## config.mk

```make
export PLATFORM = sky130hd
export DESIGN_NAME = fetch_unit
export DESIGN_NICKNAME = d
export VERILOG_FILES = /design/src/rtl/fetch_unit.sv
export SDC_FILE = /design/constraint.sdc
export NUM_CORES = 2
export LEC_CHECK = 0
export ABC_AREA = 0
export CAP_MARGIN = 20
export CORE_MARGIN = 2
export CORE_UTILIZATION = 50
export CTS_CLUSTER_DIAMETER = 30
export CTS_CLUSTER_SIZE = 12
export DETAILED_ROUTE_END_ITERATION = 12
export HOLD_SLACK_MARGIN = 0.06
export PLACE_DENSITY = 0.68
export SLEW_MARGIN = 25
export SYNTH_ARGS = -nofsm -noshare
export SYNTH_HDL_FRONTEND = slang
export SYNTH_MEMORY_MAX_BITS = 65536
export SYNTH_SLANG_ARGS = --single-unit
export TNS_END_PERCENT = 20
```

## constraint.sdc

```tcl
create_clock -name clk -period 6.26 [get_ports clk]
set_clock_uncertainty 0.2 [all_clocks]
set_input_delay 1.252 -clock clk [delete_from_list [all_inputs] [get_ports clk]]
set_output_delay 1.252 -clock clk [all_outputs]
set_load 0.005 [all_outputs]
```

## src/rtl/fetch_unit.sv

```systemverilog
// Instruction-fetch stage: writable instruction memory, a program counter and a
// prefetch FIFO presenting {pc, inst} to decode. A redirect flushes all queued work.
module fetch_unit #(
    parameter int ADDR_W     = 16,
    parameter int INST_W     = 16,
    parameter int MEM_DEPTH  = 256,
    parameter int FIFO_DEPTH = 4,
    parameter logic [ADDR_W-1:0] RESET_PC = '0
) (
    input  logic                            clk,
    input  logic                            rst_n,
    input  logic                            prog_we,
    input  logic [ADDR_W-1:0]               prog_addr,
    input  logic [INST_W-1:0]               prog_data,
    input  logic                            redirect_valid,
    input  logic [ADDR_W-1:0]               redirect_pc,
    output logic                            out_valid,
    input  logic                            out_ready,
    output logic [INST_W-1:0]               out_inst,
    output logic [ADDR_W-1:0]               out_pc,
    output logic [ADDR_W-1:0]               fetch_pc,
    output logic [$clog2(FIFO_DEPTH):0]     fifo_count
);
    localparam int MW = $clog2(MEM_DEPTH);
    localparam int PW = $clog2(FIFO_DEPTH);
    localparam int CW = PW + 1;

    logic [INST_W-1:0] mem [MEM_DEPTH];
    logic [INST_W-1:0] fifo_inst_q [FIFO_DEPTH];
    logic [ADDR_W-1:0] fifo_pc_q [FIFO_DEPTH];

    logic [ADDR_W-1:0] fetch_pc_q, fetch_pc_d;
    logic [ADDR_W-1:0] rd_pc_q, rd_pc_d;
    logic              rd_valid_q, rd_valid_d;
    logic [INST_W-1:0] rd_data_q;
    logic [PW-1:0]     wr_ptr_q, wr_ptr_d, rd_ptr_q, rd_ptr_d;
    logic [CW-1:0]     count_q, count_d;
    logic [CW:0]       occupancy;
    logic              issue, push, pop;
    logic              unused_addr_bits;

    assign unused_addr_bits = ^{prog_addr, fetch_pc_q};

    // Handshake: the head transfers on any rising edge where out_valid && out_ready;
    // out_pc/out_inst hold steady while out_valid=1 and out_ready=0.
    assign out_valid  = (count_q != '0);
    assign out_inst   = out_valid ? fifo_inst_q[rd_ptr_q] : '0;
    assign out_pc     = out_valid ? fifo_pc_q[rd_ptr_q] : '0;
    assign fetch_pc   = fetch_pc_q;
    assign fifo_count = count_q;

    always_comb begin
        // Counting the in-flight read reserves its FIFO slot, so push never stalls.
        occupancy  = {1'b0, count_q} + (CW+1)'(rd_valid_q);
        issue      = !redirect_valid && (occupancy < (CW+1)'(FIFO_DEPTH));
        push       = rd_valid_q && !redirect_valid;
        pop        = out_valid && out_ready;
        fetch_pc_d = fetch_pc_q;
        rd_pc_d    = rd_pc_q;
        rd_valid_d = 1'b0;
        wr_ptr_d   = wr_ptr_q;
        rd_ptr_d   = rd_ptr_q;
        count_d    = count_q;
        if (redirect_valid) begin
            fetch_pc_d = redirect_pc;
            wr_ptr_d   = '0;
            rd_ptr_d   = '0;
            count_d    = '0;
        end else begin
            rd_valid_d = issue;
            if (issue) begin
                fetch_pc_d = fetch_pc_q + ADDR_W'(1);
                rd_pc_d    = fetch_pc_q;
            end
            if (push) wr_ptr_d = wr_ptr_q + PW'(1);
            if (pop)  rd_ptr_d = rd_ptr_q + PW'(1);
            if (push && !pop)      count_d = count_q + CW'(1);
            else if (!push && pop) count_d = count_q - CW'(1);
        end
    end

    always_ff @(posedge clk or negedge rst_n) begin
        if (!rst_n) begin
            fetch_pc_q <= RESET_PC;
            rd_pc_q    <= '0;
            rd_valid_q <= 1'b0;
            wr_ptr_q   <= '0;
            rd_ptr_q   <= '0;
            count_q    <= '0;
        end else begin
            fetch_pc_q <= fetch_pc_d;
            rd_pc_q    <= rd_pc_d;
            rd_valid_q <= rd_valid_d;
            wr_ptr_q   <= wr_ptr_d;
            rd_ptr_q   <= rd_ptr_d;
            count_q    <= count_d;
        end
    end

    // Memory is deliberately unreset so a program survives rst_n; reads are read-first.
    always_ff @(posedge clk) begin
        if (prog_we) mem[prog_addr[MW-1:0]] <= prog_data;
        if (issue)   rd_data_q <= mem[fetch_pc_q[MW-1:0]];
    end

    always_ff @(posedge clk) begin
        if (push) begin
            fifo_inst_q[wr_ptr_q] <= rd_data_q;
            fifo_pc_q[wr_ptr_q]   <= rd_pc_q;
        end
    end
endmodule

```

==> reports/results.tsv <==
stage	metric	value	unit
run_status	status	finished, final reports clean	
sta	RSZ-0062 raised after global routing	no	
sta	Period Utilization, post-route	82.70	%
sta	Worst-Margin Slew	1.237	ns
floorplan	initial core utilization	50.17	%
setup_path	WP data arrival	5.67	ns
finish	Fillers	22150	
clocking	clk root buf	clkbuf_16	
finish	final-stage net count	8203	
power_and_ir_drop	combinational power share	18.0	%
sta	final setup TNS	0	ns
synth	Synth Flop Type	edfxtp_1	
setup_path	CP Data Required Time	6.75	ns
drt	wl on met1	167300	um
drt	Avg Vias per Cell	6.446	
synth	Syn Nets	7396	
synth	Mapped Avg Cell Area	22.55	um^2
power_and_ir_drop	pwr dens	436.9	nW/um^2
power_and_ir_drop	share of power burned in registers	37.3	%
hold_path	hold path depth	0	
clocking	TritonCTS buffer count	704	
hold_path	Hold WC Path Type	reg2reg	
power_and_ir_drop	Sw Share	27.55	%
synth	Mapped Area	165400	um^2
placed_design	Place WS	1.087	ns
global_route	number of global-route vias before repair	84310	
clocking	clk_lat worst skew	1.08	ns
placed_design	port bufs	96	
global_route	first-pass GRT wire length	637700	um
global_route	Global Route Usage Sum	27.01	%
placed_design	Post-Place Cells	11800	
floorplan	Die Area	335500	um^2
synth	Async S/R FF share, synth	0.9346	%
drt	post-route ant nets	0	
finish	fraction of layout cells with a size suffix above 1	32.74	%
drt	Vias	84670	
sta	fin crit period	5.177	ns
finish	register area	128300	um^2
power_and_ir_drop	static leakage	63.50	nW
synth	Yosys Warn Count	0	
sta	Rel. slew slack	17.56	%
job	MaxCap Viol Count	0	
synth	most common cell in the synthesized netlist	edfxtp_1	
drt	# DRC	0	
placed_design	RD Place Congestion	0.9053	
global_route	global route overflow	0	
floorplan	Die W	579.2	um
drt	1st-iter DRT viols	12550	
synth	library cells used by synthesis	79	
drt	met2 wire length	209200	um
synth	post-synth top area share	76.97	%
sta	final hold violation count	0	
setup_path	CP Capture Type	flop	
synth	top cell type by total area after synthesis	edfxtp_1	
floorplan	Die H	579.2	um
global_route	initial antenna violation count	35	
synth	register area share after synthesis	77.57	%
drt	DR WL/cell	34.52	um
clocking	clk sinks	4280	
setup_path	Worst Setup Path Type	reg2reg	
sta	Final WS setup	1.083	ns
sta	Max Fclk	193.2	MHz
drt	metal3 WL	57460	um
synth	EDFF count, synth	4240	
setup_path	Worst setup SP type	flop	
drt	uppermost layer routed	met5	
floorplan	# rows	211	
power_and_ir_drop	switching power	23.82	mW
power_and_ir_drop	Clock power frac	44.6	%
floorplan	# IOs	105	
placed_design	placed wire-length estimate	261000	um
clocking	clock slew at reported path FFs	0.06	ns
power_and_ir_drop	peak supply drop	386.1	uV
power_and_ir_drop	Power Internal	62.64	mW
synth	top cells by area, synth	edfxtp_1 77%, mux4_2 14%, mux2i_1 1.8%, nor2_1 0.72%, dfrtp_1 0.61%	
power_and_ir_drop	overall power	86.46	mW
sta	WHS	0.2954	ns
sta	Slew Limit Fails	0	
finish	fin cells	13140	
synth	flip-flop and latch count after synthesis	4280	
drt	DRT Wirelength	453500	um
synth	Post-synth top cells	4,240 x edfxtp_1, 1,046 x mux4_2, 319 x nor2_1	
drt	DR pass1 iterations	6	
setup_path	Worst Reg-to-Reg Cells	8	
finish	Area Overhead vs Synth	19.62	%
synth	Cells after Synth	7337	
sta	final setup fails	0	
finish	footprint of the multi-input gates	34750	um^2
floorplan	CORE AREA	329700	um^2
setup_path	Critical Path Fanout Max	20	
clocking	Clock Path Buffers	4	
global_route	largest net degree at the start of global routing	185	
clocking	H-tree depth	6	
clocking	CTS tree	yes	
sequential cells by signal, indices dropped and copies added, names as in the netlist:
signal and cells:
mem 4096, fifo_inst_q 64, fifo_pc_q 64, fetch_pc 16
rd_data_q 16, rd_pc_q 16, fifo_count 3, rd_ptr_q 2
wr_ptr_q 2, rd_valid_q 1
cell families after synthesis:
family	share of synthesized area (%)
flip-flops	77.57
multiplexers	16.45
AND/OR/NAND/NOR	1.635
AO/OA/AOI/OAI	2.371
buffers and inverters	1.810
XOR/XNOR	0.1112
adder cells (fa/ha/maj)	0.04992
power groups by stage:
| stage | Combinational (mW) | Clock (mW) | Sequential [mW] |
|---|---|---|---|
| after floorplan | 9.81 | 0 | 32.6 |
| after global placement | 15.2 | 0 | 32.8 |
| after CTS | 15.4 | 38.8 | 32.3 |
| after global routing | 16.1 | 40.1 | 32.3 |
| after detailed placement | 15.3 | 0 | 32.8 |
| final | 15.6 | 38.6 | 32.3 |
through the flow:
stage,area (um^2),util (%)
finish,197900,60.01
floorplan,165400,-
CTS,197600,59.92
detailed placement,173500,52.62
global route,197800,59.99
global placement,173300,52.57
layout make-up:
cell class / count / share of cell area, %
multi-input combinational: 2607 / 17.56
inverter: 14 / 0.03414
antenna: 23 / 0.02909
clock inverter: 543 / 3.064
timing repair buffer: 537 / 2.580
clock buffer: 766 / 9.106
tap: 4366 / 2.761
sequential: 4280 / 64.86
routing by layer:
| layer | vias up | global-route usage, % |
|---|---|---|
| li1 | 33070 | - |
| met1 | 44800 | 37.54 |
| met2 | 5821 | 40.63 |
| met3 | 960 | 7.723 |
| met4 | 20 | 10.97 |
| met5 | - | 0 |
placed cells by master, fill, tap and decap left out, types with 25 or more instances in the layout:
| master | instances |
|---|---|
| nand2_1 | 147 |
| clkbuf_1 | 54 |
| dfrtp_1 | 32 |
| buf_4 | 382 |
| inv_6 | 63 |
| o22ai_1 | 38 |
| o21ai_0 | 77 |
| clkinv_4 | 69 |
| mux4_2 | 1046 |
| clkbuf_16 | 712 |
| clkdlybuf4s50_1 | 79 |
| nor2_4 | 50 |
| nand3_1 | 32 |
| o221ai_1 | 31 |
| edfxtp_1 | 4240 |
| clkinv_1 | 82 |
| mux2i_1 | 300 |
| o21ai_1 | 25 |
| a22oi_1 | 63 |
| and2_1 | 39 |
| clkinv_2 | 101 |
| a21oi_1 | 129 |
| nor2_1 | 215 |
| bufinv_16 | 75 |
| a221oi_1 | 60 |
| clkinvlp_4 | 99 |
| nor2_2 | 55 |
| buf_12 | 55 |
critical path, stage by stage (launching register included):
cell	delay, ns
dfrtp_4	0.91
buf_12	0.30
buf_4	0.26
mux4_2	0.32
mux4_2	0.51
o21ai_0	0.85
a21oi_1	0.35
o21ai_1	0.56
o31ai_1	0.46
final timing paths:
| path | start | end | slack, ns |
|---|---|---|---|
| worst max-delay path | fetch_pc[1]$_DFFE_PN0P_ | rd_data_q[13]$_DFFE_PP_ | 1.08 |
| worst min-delay path | rd_data_q[12]$_DFFE_PP_ | fifo_inst_q[0][12]$_DFFE_PP_ | 0.30 |
| worst max register to register | fetch_pc[1]$_DFFE_PN0P_ | rd_data_q[13]$_DFFE_PP_ | 1.08 |
| worst min register to register | rd_data_q[12]$_DFFE_PP_ | fifo_inst_q[0][12]$_DFFE_PP_ | 0.30 |
| max in group asynchronous | rst_n | fetch_pc[3]$_DFFE_PN0P_ | 4.90 |
| min in group asynchronous | rst_n | rd_pc_q[13]$_DFFE_PN0P_ | 0.52 |
what timing repair did:
item                      4_1_cts  5_1_grt
gates resized for setup         0        0
buffers inserted                0        0
hold endpoints to repair        0       40
hold buffers                    0        1
Power figures use the tool's default switching activity.
